File: src/rtl/mac_sched.sv
// ---------------------------------------------------------------------------
// mac_sched -- job sequencer and lane arbiter for one MAC processing element.
//
// Accepts a dot-product job of len_i terms, clears the MAC accumulator, then
// grants the three MAC lanes to their requesters in round-robin order, one
// term per cycle. After the final term it waits one cycle for the MAC's
// registered accumulation to settle, captures mac_acc_i into result_o and
// pulses done_o. Requesters drive the MAC data/weight inputs themselves; this
// block owns only the clear strobe, the lane valids and job framing.
//
// Ports
//   clk          rising-edge clock
//   rst_n        asynchronous active-low reset
//   start_i      job request, sampled only while idle
//   len_i        term count, latched when start_i is accepted
//   abort_i      synchronous cancel, honoured in CLEAR, RUN and DRAIN
//   req_i[2:0]   per-requester "term available" (level)
//   grant_o      one-hot or zero; requester i's term is consumed when set
//   mac_clear_o  MAC accumulator clear
//   mac_valid_o  MAC lane valids, always equal to grant_o
//   mac_acc_i    MAC accumulator output
//   busy_o       high in every state except IDLE
//   done_o       one-cycle pulse when result_o is updated
//   result_o     captured accumulator, held until the next completed job
// ---------------------------------------------------------------------------
module mac_sched #(
  parameter int ACC_W = 16,
  parameter int LEN_W = 8
) (
  input  logic             clk,
  input  logic             rst_n,
  input  logic             start_i,
  input  logic [LEN_W-1:0] len_i,
  input  logic             abort_i,
  input  logic [2:0]       req_i,
  output logic [2:0]       grant_o,
  output logic             mac_clear_o,
  output logic [2:0]       mac_valid_o,
  input  logic [ACC_W-1:0] mac_acc_i,
  output logic             busy_o,
  output logic             done_o,
  output logic [ACC_W-1:0] result_o
);

  typedef enum logic [2:0] {
    S_IDLE,
    S_CLEAR,
    S_RUN,
    S_DRAIN,
    S_DONE
  } state_e;

  state_e             state_q;
  logic [LEN_W-1:0]   cnt_q;
  logic [LEN_W-1:0]   len_q;
  logic [1:0]         rr_q;
  logic [ACC_W-1:0]   result_q;

  logic [1:0]         idx0, idx1, idx2;
  logic [1:0]         gnt_idx;
  logic [2:0]         grant;
  logic               gnt_any;
  logic               last_term;

  // Modulo-3 increment for the 0..2 round-robin pointer.
  function automatic logic [1:0] inc3(input logic [1:0] v);
    return (v == 2'd2) ? 2'd0 : v + 2'd1;
  endfunction

  // Search order starting at the round-robin pointer.
  assign idx0 = rr_q;
  assign idx1 = inc3(rr_q);
  assign idx2 = inc3(idx1);

  // NOTE: every signal driven here gets a default first, so no path through
  // the block leaves it unassigned and no latch is inferred.
  always_comb begin
    grant   = 3'b000;
    gnt_idx = 2'd0;
    if (state_q == S_RUN && !abort_i) begin
      if (req_i[idx0]) begin
        grant   = 3'b001 << idx0;
        gnt_idx = idx0;
      end else if (req_i[idx1]) begin
        grant   = 3'b001 << idx1;
        gnt_idx = idx1;
      end else if (req_i[idx2]) begin
        grant   = 3'b001 << idx2;
        gnt_idx = idx2;
      end
    end
  end

  assign gnt_any   = |grant;
  // len_q is never 0 in RUN, so len_q-1 cannot underflow here.
  assign last_term = (cnt_q == len_q - LEN_W'(1));

  // NOTE: all state is updated with non-blocking assignments so every
  // register samples the pre-edge values of its neighbours.
  always_ff @(posedge clk or negedge rst_n) begin
    if (!rst_n) begin
      state_q  <= S_IDLE;
      cnt_q    <= '0;
      len_q    <= '0;
      rr_q     <= 2'd0;
      result_q <= '0;
    end else begin
      unique case (state_q)
        S_IDLE: begin
          if (start_i) begin
            if (len_i != '0) begin
              len_q   <= len_i;
              state_q <= S_CLEAR;
            end else begin
              // Empty job: report a zero result without touching the MAC.
              result_q <= '0;
              state_q  <= S_DONE;
            end
          end
        end
        S_CLEAR: begin
          if (abort_i) begin
            state_q <= S_IDLE;
          end else begin
            cnt_q   <= '0;
            state_q <= S_RUN;
          end
        end
        S_RUN: begin
          if (abort_i) begin
            state_q <= S_IDLE;
          end else if (gnt_any) begin
            cnt_q <= cnt_q + LEN_W'(1);
            rr_q  <= inc3(gnt_idx);
            if (last_term) state_q <= S_DRAIN;
          end
        end
        S_DRAIN: begin
          // The final term was accumulated at the end of the last RUN cycle.
          if (abort_i) begin
            state_q <= S_IDLE;
          end else begin
            result_q <= mac_acc_i;
            state_q  <= S_DONE;
          end
        end
        S_DONE: begin
          state_q <= S_IDLE;
        end
        default: begin
          state_q <= S_IDLE;
        end
      endcase
    end
  end

  assign grant_o     = grant;
  assign mac_valid_o = grant;
  assign mac_clear_o = (state_q == S_CLEAR) && !abort_i;
  assign busy_o      = (state_q != S_IDLE);
  assign done_o      = (state_q == S_DONE);
  assign result_o    = result_q;

endmodule

File: config.mk
export PLATFORM = sky130hd
export DESIGN_NAME = mac_sched
export DESIGN_NICKNAME = d
export VERILOG_FILES = /design/src/rtl/mac_sched.sv
export SDC_FILE = /design/constraint.sdc
export NUM_CORES = 1
export LEC_CHECK = 0
export CAP_MARGIN = 30
export CORE_UTILIZATION = 45
export CTS_CLUSTER_DIAMETER = 40
export DETAILED_ROUTE_END_ITERATION = 16
export HOLD_SLACK_MARGIN = 0.06
export PLACE_DENSITY = 0.81
export SYNTH_ARGS = -nofsm -noshare
export SYNTH_HDL_FRONTEND = slang
export SYNTH_SLANG_ARGS = --single-unit
File: constraint.sdc
create_clock -name clk -period 6 [get_ports clk]
set_input_delay 1.8 -clock clk [delete_from_list [all_inputs] [get_ports clk]]
set_output_delay 1.8 -clock clk [all_outputs]
set_load 0.005 [all_outputs]
* Word level (Yosys, flattened, before mapping)
Cells that the tools add are included.
Word-level totals: logic and storage cells 80, output and inout port bits 25, bits in latches 0, flip-flop bits (word level) 37, ROM bits 0, memories 0, bits of input ports 31, bits in writable memories 0
Operators by class: muxes and demuxes 33, div/mod/pow operators 0, bitwise operators 1, reductions and logical operators 14, multiply operators 0, magnitude comparators 3, equal/unequal tests 16, $add $sub $neg 5, shift operators 3
Operator list (number):
- $mux 16 | 3
- $pmux 16 s2 | 1
- $mux 3 | 10
- $mux 8 | 3
- $mux 2 | 8
- $pmux 8 s2 | 1
- $ne 2x2->1 const B | 6
- $pmux 3 s4 | 1
- $lt 2x3->1 const B | 3
- $reduce_and 3->1 | 3
- $shl 1x2->3 const A | 3
- $add 8x1->8 const B | 1
- $eq 8x8->1 | 1
- $reduce_and 4->1 | 2
- $reduce_bool 8->1 | 1
- $sub 8x1->8 const B | 1
- $add 2x1->2 const B | 3
- $bmux 1 s2 | 3
- $eq 2x2->1 const B | 3
- $eq 3x2->1 const B | 2
- $ne 3x3->1 const B | 2
- $reduce_bool 2->1 | 2
- $eq 3x1->1 const B | 1
- $eq 3x3->1 const B | 1
- 7 further kinds | 10

* Longest topological paths before layout
Gate-level depths: netlist (run 1).
depth after elaboration 14, mapped depth 8, mapped depth without buffers 7

* Worst setup path before layout (run 1)
OpenSTA, ideal clock, no wires.
path type input to output, start input abort_i, end output mac_valid_o[0], path buffers 1, required time 4.200 ns, setup slack 1.476 ns, stages 4, arrival time 2.724 ns, path through nor4b_4 -> nand2_1 -> a311oi_1 -> buf_4
Between the ends: longest elaborated chain between the ends 3
Ends and longest elaborated chain:
- from (decl) | line 34 | input logic abort_i,
- $logic_not 1->1 | line 80 | if (state_q == S_RUN && !abort_i) begin
- $logic_and 1x1->1 | line 80
- $mux 3 | line 80
- to (decl) | line 38 | output logic [2:0] mac_valid_o,
No other way between the ends.

* Final worst setup path (run 1)
Same ends and word-level chain as after synthesis.

==> results of run 1 <==
## power groups by stage
stage / clock network, W / logic (W) / registers (W)
after floorplan: 0 / 0.000201 / 0.000408
after detailed placement: 0 / 0.000372 / 0.000420
after global placement: 0 / 0.000362 / 0.000419
after global routing: 0.000245 / 0.000409 / 0.000430
after CTS: 0.000233 / 0.000374 / 0.000420
final: 0.000228 / 0.000368 / 0.000419
## cells by family after synthesis
logic type	Yosys count	share of synthesized area [%]
mux	22	11.4
xor+xnor	17	7.44
simple gates	57	15.4
compound gates	29	10.9
flops	37	46.3
buf+inv	31	7.37
fa+ha+maj	2	1.25
## worst max-delay path by stage
stage / depth (start not counted) / end
2_1_floorplan: 4 / mac_valid_o[0]
3_3_place_gp: 5 / grant_o[0]
3_5_place_dp: 5 / mac_valid_o[0]
4_1_cts: 5 / mac_valid_o[0]
5_1_grt: 5 / grant_o[0]
6_report: 5 / mac_valid_o[0]
## state kept, by name (all words and copies together) (netlist names)
name	count
len_q	8
state_q	3
idx0	2
result_o	16
cnt_q	8
## stage by stage
stage | std cells | worst slack, ns
3_3_place_gp | 292 | 0.529
2_1_floorplan | 195 | 1.48
5_1_grt | 300 | 0.370
4_1_cts | 300 | 0.499
3_5_place_dp | 292 | 0.497
6_report | 300 | 0.518
## layout make-up
cell class / count / area share, %
Multi-Input combinational cell: 127 / 34.7
Sequential cell: 37 / 34.6
Timing Repair Buffer: 57 / 20.9
Clock buffer: 6 / 3.09
Inverter: 21 / 2.95
Tap cell: 50 / 2.34
Clock inverter: 2 / 1.40
## synth_stat cells (2+ instances only)
master	count	area share [%]
dfrtp_1	37	46
nand2_1	28	5.2
inv_1	21	3.9
mux2i_1	16	8.0
xor2_1	11	4.8
nor2_1	7	1.3
o21ai_0	6	1.5
xnor2_1	6	2.6
mux2_2	5	2.8
nor3_1	5	1.2
a21oi_1	4	1.0
buf_4	4	1.5
o2111ai_1	4	1.7
a21o_1	3	1.1
clkbuf_1	3	0.56
nor4_1	3	0.94
buf_6	2	1.1
ha_1	2	1.2
nand2b_1	2	0.62
o31ai_1	2	0.75
## tightest hold or removal path, cell delays in order, from the launching register on
cell and delay (ns):
dfrtp_1 0.38, inv_1 0.05, mux2i_1 0.05
## routing by layer
layer  up-vias  GRT usage [%]  wire length [microns]  share of wire [%]
li1        768              -                      -                  -
met4         0           5.36                     33               0.81
met1       753           25.4                   1900                 47
met2        39           32.5                   1890                 46
met3         5           6.25                    241                5.9
met5         -              0                      0                  0
==> impl_metrics.ini, run 1 <==
[run_status]
status = complete, no violations

[power_and_ir_drop]
netSwitchingFraction_pct = 31.8
power.leakage_nw = 1.12
p_total_w = 0.00102
power.density_mw_per_mm2 = 379
seq_power_share_pct = 41.2
clkPwrFrac_pct = 22.5
combPwrFrac_pct = 36.3
p_sw_w = 0.000323
power.internal_w = 0.000693
irDropWorstVdd_mv = 0.227

[floorplanning]
dieArea_sq_mm = 0.00472
fp-row-count = 23
dieWidth_microns = 68.7
core_sq_mm = 0.00414
die-height_microns = 68.7
io_pins = 56
initial_utilization_pct = 48.3

[cells_and_area]
nNetsFinal = 282
final_cell_mix = clkdlybuf4s50_1, dfrtp_1, nand2_1, inv_1, mux2i_1
ff_latch_area_sq_um = 926
n_antenna_cell = 0
design_area_sq_mm = 0.00268
multi_input_area_sq_um = 928
drive_gt1_share_pct = 9.20
syn_to_final_growth_pct = 33.7
mostFrequentLayoutCell = clkdlybuf4s50_1
utilization_pct = 64.6
fill_cells = 358

[clock_tree]
cts_hold_buf = 0
root_buffer = clkbuf_8
insertion_delay_ns = 0.29
cts_resized = 0
postCtsSetupRepairBufs = 0
cts_tree = done
cts-htree-levels = 2
cts_buffer_depth = 2
clock-sinks = 37
numCtsBuffers = 5
clk_pin_slew_ns = 0.08

[min_path]
holdPathEnd = result_o[13]$_DFFE_PN0P_
min_from = result_o[13]$_DFFE_PN0P_
hold_depth = 2
hold_class = flip-flop to flip-flop

[detailed_routing]
drtIter0Drc = 45
num_vias = 1565
detail_route.wl_per_cell_microns = 13.5
routed_via_density = 5.22
dr.pass1.iters = 4
postRouteAntennaNets = 0
routed_wirelength_microns = 4060
drc = 0

[placement]
place_area_sq_mm = 0.00256
gp_congestion = 0.777
portBuffers = 55
dp_hpwl_microns = 2900

[grt]
antenna_found_initial = 0
gr-total-overflow = 0
grt_max_degree = 38
grt_pass1_vias = 1554
grt_pass1_wl_microns = 6910
gr-usage-all-layers_pct = 19.9

[sta]
fin_tns_setup_ns = 0
fin_crit_sh_pct = 91.4
hold_viol = 0
tightest_slew_ns = 0.938
maxSlewViolCount = 0
timing.hold.ws_ns = 0.519
fin_crit_ns = 5.48
slew_headroom_pct = 37.5
fin_skew_ns = 0.00722
rsz0062_at_grt = no
fmax_ghz = 0.182
setup_viol = 0

[critical_path]
path_buf_inv = 2
crit_path_top_delay_cell = clkdlybuf4s50_1
critical_path.cell_chain = clkdlybuf4s50_1 -> nor4b_4 -> nand2_1 -> a311oi_1 -> clkdlybuf4s50_1
setup.worst_path.class = input pin to primary output
rr_startpoint = state_q[0]$_DFFE_PN0P_
crit_family = buffers and inverters
cp-end-kind = primary output
critPathLaunchType = input pin
cp_common_cell = clkdlybuf4s50_1
required_ns = 4.20
cp.arrival_ns = 3.68
r2r_setup_slack_ns = 3.70
rr_endpoint = result_o[11]$_DFFE_PN0P_
cp_slowest_stage_delay_ns = 0.58
reg2regPathDepth = 4
startpoint = abort_i
crit_path_max_fanout = 5

[synthesis]
netlist_instances = 195
synth_seq_area_share_pct = 46.3
ys_types = 44
synth_area_per_cell_sq_um = 10.3
synth_nets = 228
yosys_warnings = 0
async_reset_ff_share_pct = 100
synth_edf_count = 0
synth_top_flop_cell = dfrtp_1
syn-cell-area_sq_mm = 0.00200
synth-seq-cells = 37

[flow_run]
cap_violations = 0
Note: power is estimated with default switching activity, not from simulation.
==> run 2, diff against run 1 <==
--- a/config.mk
+++ b/config.mk
@@ -6,11 +6,11 @@
 export NUM_CORES = 1
 export LEC_CHECK = 0
 export CAP_MARGIN = 30
-export CORE_UTILIZATION = 45
+export CORE_UTILIZATION = 51
 export CTS_CLUSTER_DIAMETER = 40
 export DETAILED_ROUTE_END_ITERATION = 16
 export HOLD_SLACK_MARGIN = 0.06
-export PLACE_DENSITY = 0.81
+export PLACE_DENSITY = 0.89
 export SYNTH_ARGS = -nofsm -noshare
 export SYNTH_HDL_FRONTEND = slang
 export SYNTH_SLANG_ARGS = --single-unit
==> run 2 against run 1 <==
Compared with the run above: count of clock-buffer cells in the layout unchanged; sequential cell count unchanged; sequential power about the same; critical path depth unchanged; clock skew about the same; final area about the same; setup slack worse by 0.034 ns; register-to-register slack about the same; critical endpoint is now grant_o[0].
==> impl_metrics.ini, run 2 (synthesized netlist as in run 1, its figures left out) <==
[grt]
grt_pass1_vias = 1599
gr-total-overflow = 0
grt_pass1_wl_microns = 6780
grt_max_degree = 38
antenna_found_initial = 0
gr-usage-all-layers_pct = 21.3

[min_path]
hold_class = flip-flop to flip-flop
hold_depth = 2
holdPathEnd = result_o[0]$_DFFE_PN0P_
min_from = result_o[0]$_DFFE_PN0P_

[sta]
fin_tns_setup_ns = 0
fin_crit_sh_pct = 91.9
slew_headroom_pct = 37.9
hold_viol = 0
fmax_ghz = 0.181
rsz0062_at_grt = no
setup_viol = 0
maxSlewViolCount = 0
fin_crit_ns = 5.52
tightest_slew_ns = 0.932
fin_skew_ns = 0.00745

[critical_path]
critical_path.cell_chain = clkdlybuf4s50_1 -> nor4b_4 -> nand2_1 -> a311oi_1 -> clkdlybuf4s50_1
rr_endpoint = result_o[1]$_DFFE_PN0P_
r2r_setup_slack_ns = 3.70
cp.arrival_ns = 3.72
rr_startpoint = state_q[0]$_DFFE_PN0P_
crit_family = buffers and inverters
cp-end-kind = primary output
critPathLaunchType = input pin
path_buf_inv = 2
crit_path_max_fanout = 5
required_ns = 4.20
setup.worst_path.class = input pin to primary output
reg2regPathDepth = 4
cp_common_cell = clkdlybuf4s50_1
crit_path_top_delay_cell = clkdlybuf4s50_1
cp_slowest_stage_delay_ns = 0.58

[clock_tree]
clock-sinks = 37
numCtsBuffers = 5
clk_pin_slew_ns = 0.07
cts_hold_buf = 0
postCtsSetupRepairBufs = 0
insertion_delay_ns = 0.29
cts_buffer_depth = 2
cts-htree-levels = 2
cts_resized = 0
root_buffer = clkbuf_8
cts_tree = done

[power_and_ir_drop]
power.density_mw_per_mm2 = 378
irDropWorstVdd_mv = 0.248
power.leakage_nw = 1.12

[run_status]
status = complete, no violations

[cells_and_area]
mostFrequentLayoutCell = clkdlybuf4s50_1
final_cell_mix = clkdlybuf4s50_1, dfrtp_1, nand2_1, inv_1, mux2i_1
drive_gt1_share_pct = 9.20
nNetsFinal = 282
syn_to_final_growth_pct = 33.6
fill_cells = 283
final_cells = 298
n_antenna_cell = 0
ff_latch_area_sq_um = 926
largest_register_ffs = 16
multi_input_area_sq_um = 928

[placement]
gp_congestion = 0.804
dp_cells = 290
portBuffers = 55
dp_hpwl_microns = 2880

[floorplanning]
dieArea_sq_mm = 0.00418
die-height_microns = 64.7
fp-row-count = 22
core_sq_mm = 0.00372
dieWidth_microns = 64.7
io_pins = 56
initial_utilization_pct = 53.9

[detailed_routing]
routed_via_density = 5.29
drtIter0Drc = 183
routed_wirelength_microns = 3920
dr.pass1.iters = 4
num_vias = 1575
postRouteAntennaNets = 0
drc = 0
detail_route.wl_per_cell_microns = 13.1

[flow_run]
cap_violations = 0
[run 2: layer usage]
metal | track usage, % | wire (microns)
met5 | 0 | 0
met4 | 8.06 | 86
met3 | 6.51 | 223
met2 | 34.3 | 1820
met1 | 26.6 | 1790
[run 2: worst max path at each step]
| stage | from | slack [ns] | to | depth (start not counted) |
|---|---|---|---|---|
| global route | abort_i | 0.40 | grant_o[0] | 5 |
| global placement | abort_i | 0.51 | grant_o[0] | 5 |
| CTS | abort_i | 0.48 | mac_valid_o[0] | 5 |
| finish | abort_i | 0.48 | grant_o[0] | 5 |
| detailed placement | abort_i | 0.49 | mac_valid_o[0] | 5 |
| floorplan | abort_i | 1.48 | mac_valid_o[0] | 4 |
[run 2: metrics by stage]
step	cell area (sq um)	hold slack [ns]	util (%)	worst slack, ns	power (W)
2_1_floorplan	2000	0.501	-	1.48	0.000610
6_report	2670	0.518	72.0	0.485	0.00101
3_5_place_dp	2550	0.510	68.7	0.486	0.000788
3_3_place_gp	2550	0.505	68.7	0.514	0.000777
4_1_cts	2670	0.522	72.0	0.483	0.00102
5_1_grt	2670	0.543	72.0	0.401	0.00108
[run 2: report_power, final]
part	internal, W	leakage [nW]	switching, W
sequential	0.000336	0.474	0.0000800
combinational	0.000222	0.586	0.000146
clock	0.000135	0.0574	0.0000910
[run 2: cell type report]
class	instances	area share, %
multi-input cells	127	34.7
flip-flops and latches	37	34.6
clock buffers	6	3.09
inverters	21	2.95
repair buffers	57	21.0
well taps	48	2.25
clock inverters	2	1.40
[run 2: worst register-to-register path: stages, from the launching register on]
cell,delay (ns)
dfrtp_1,0.47
or3_1,0.50
o22ai_1,0.21
o21a_1,0.77
mux2i_1,0.27
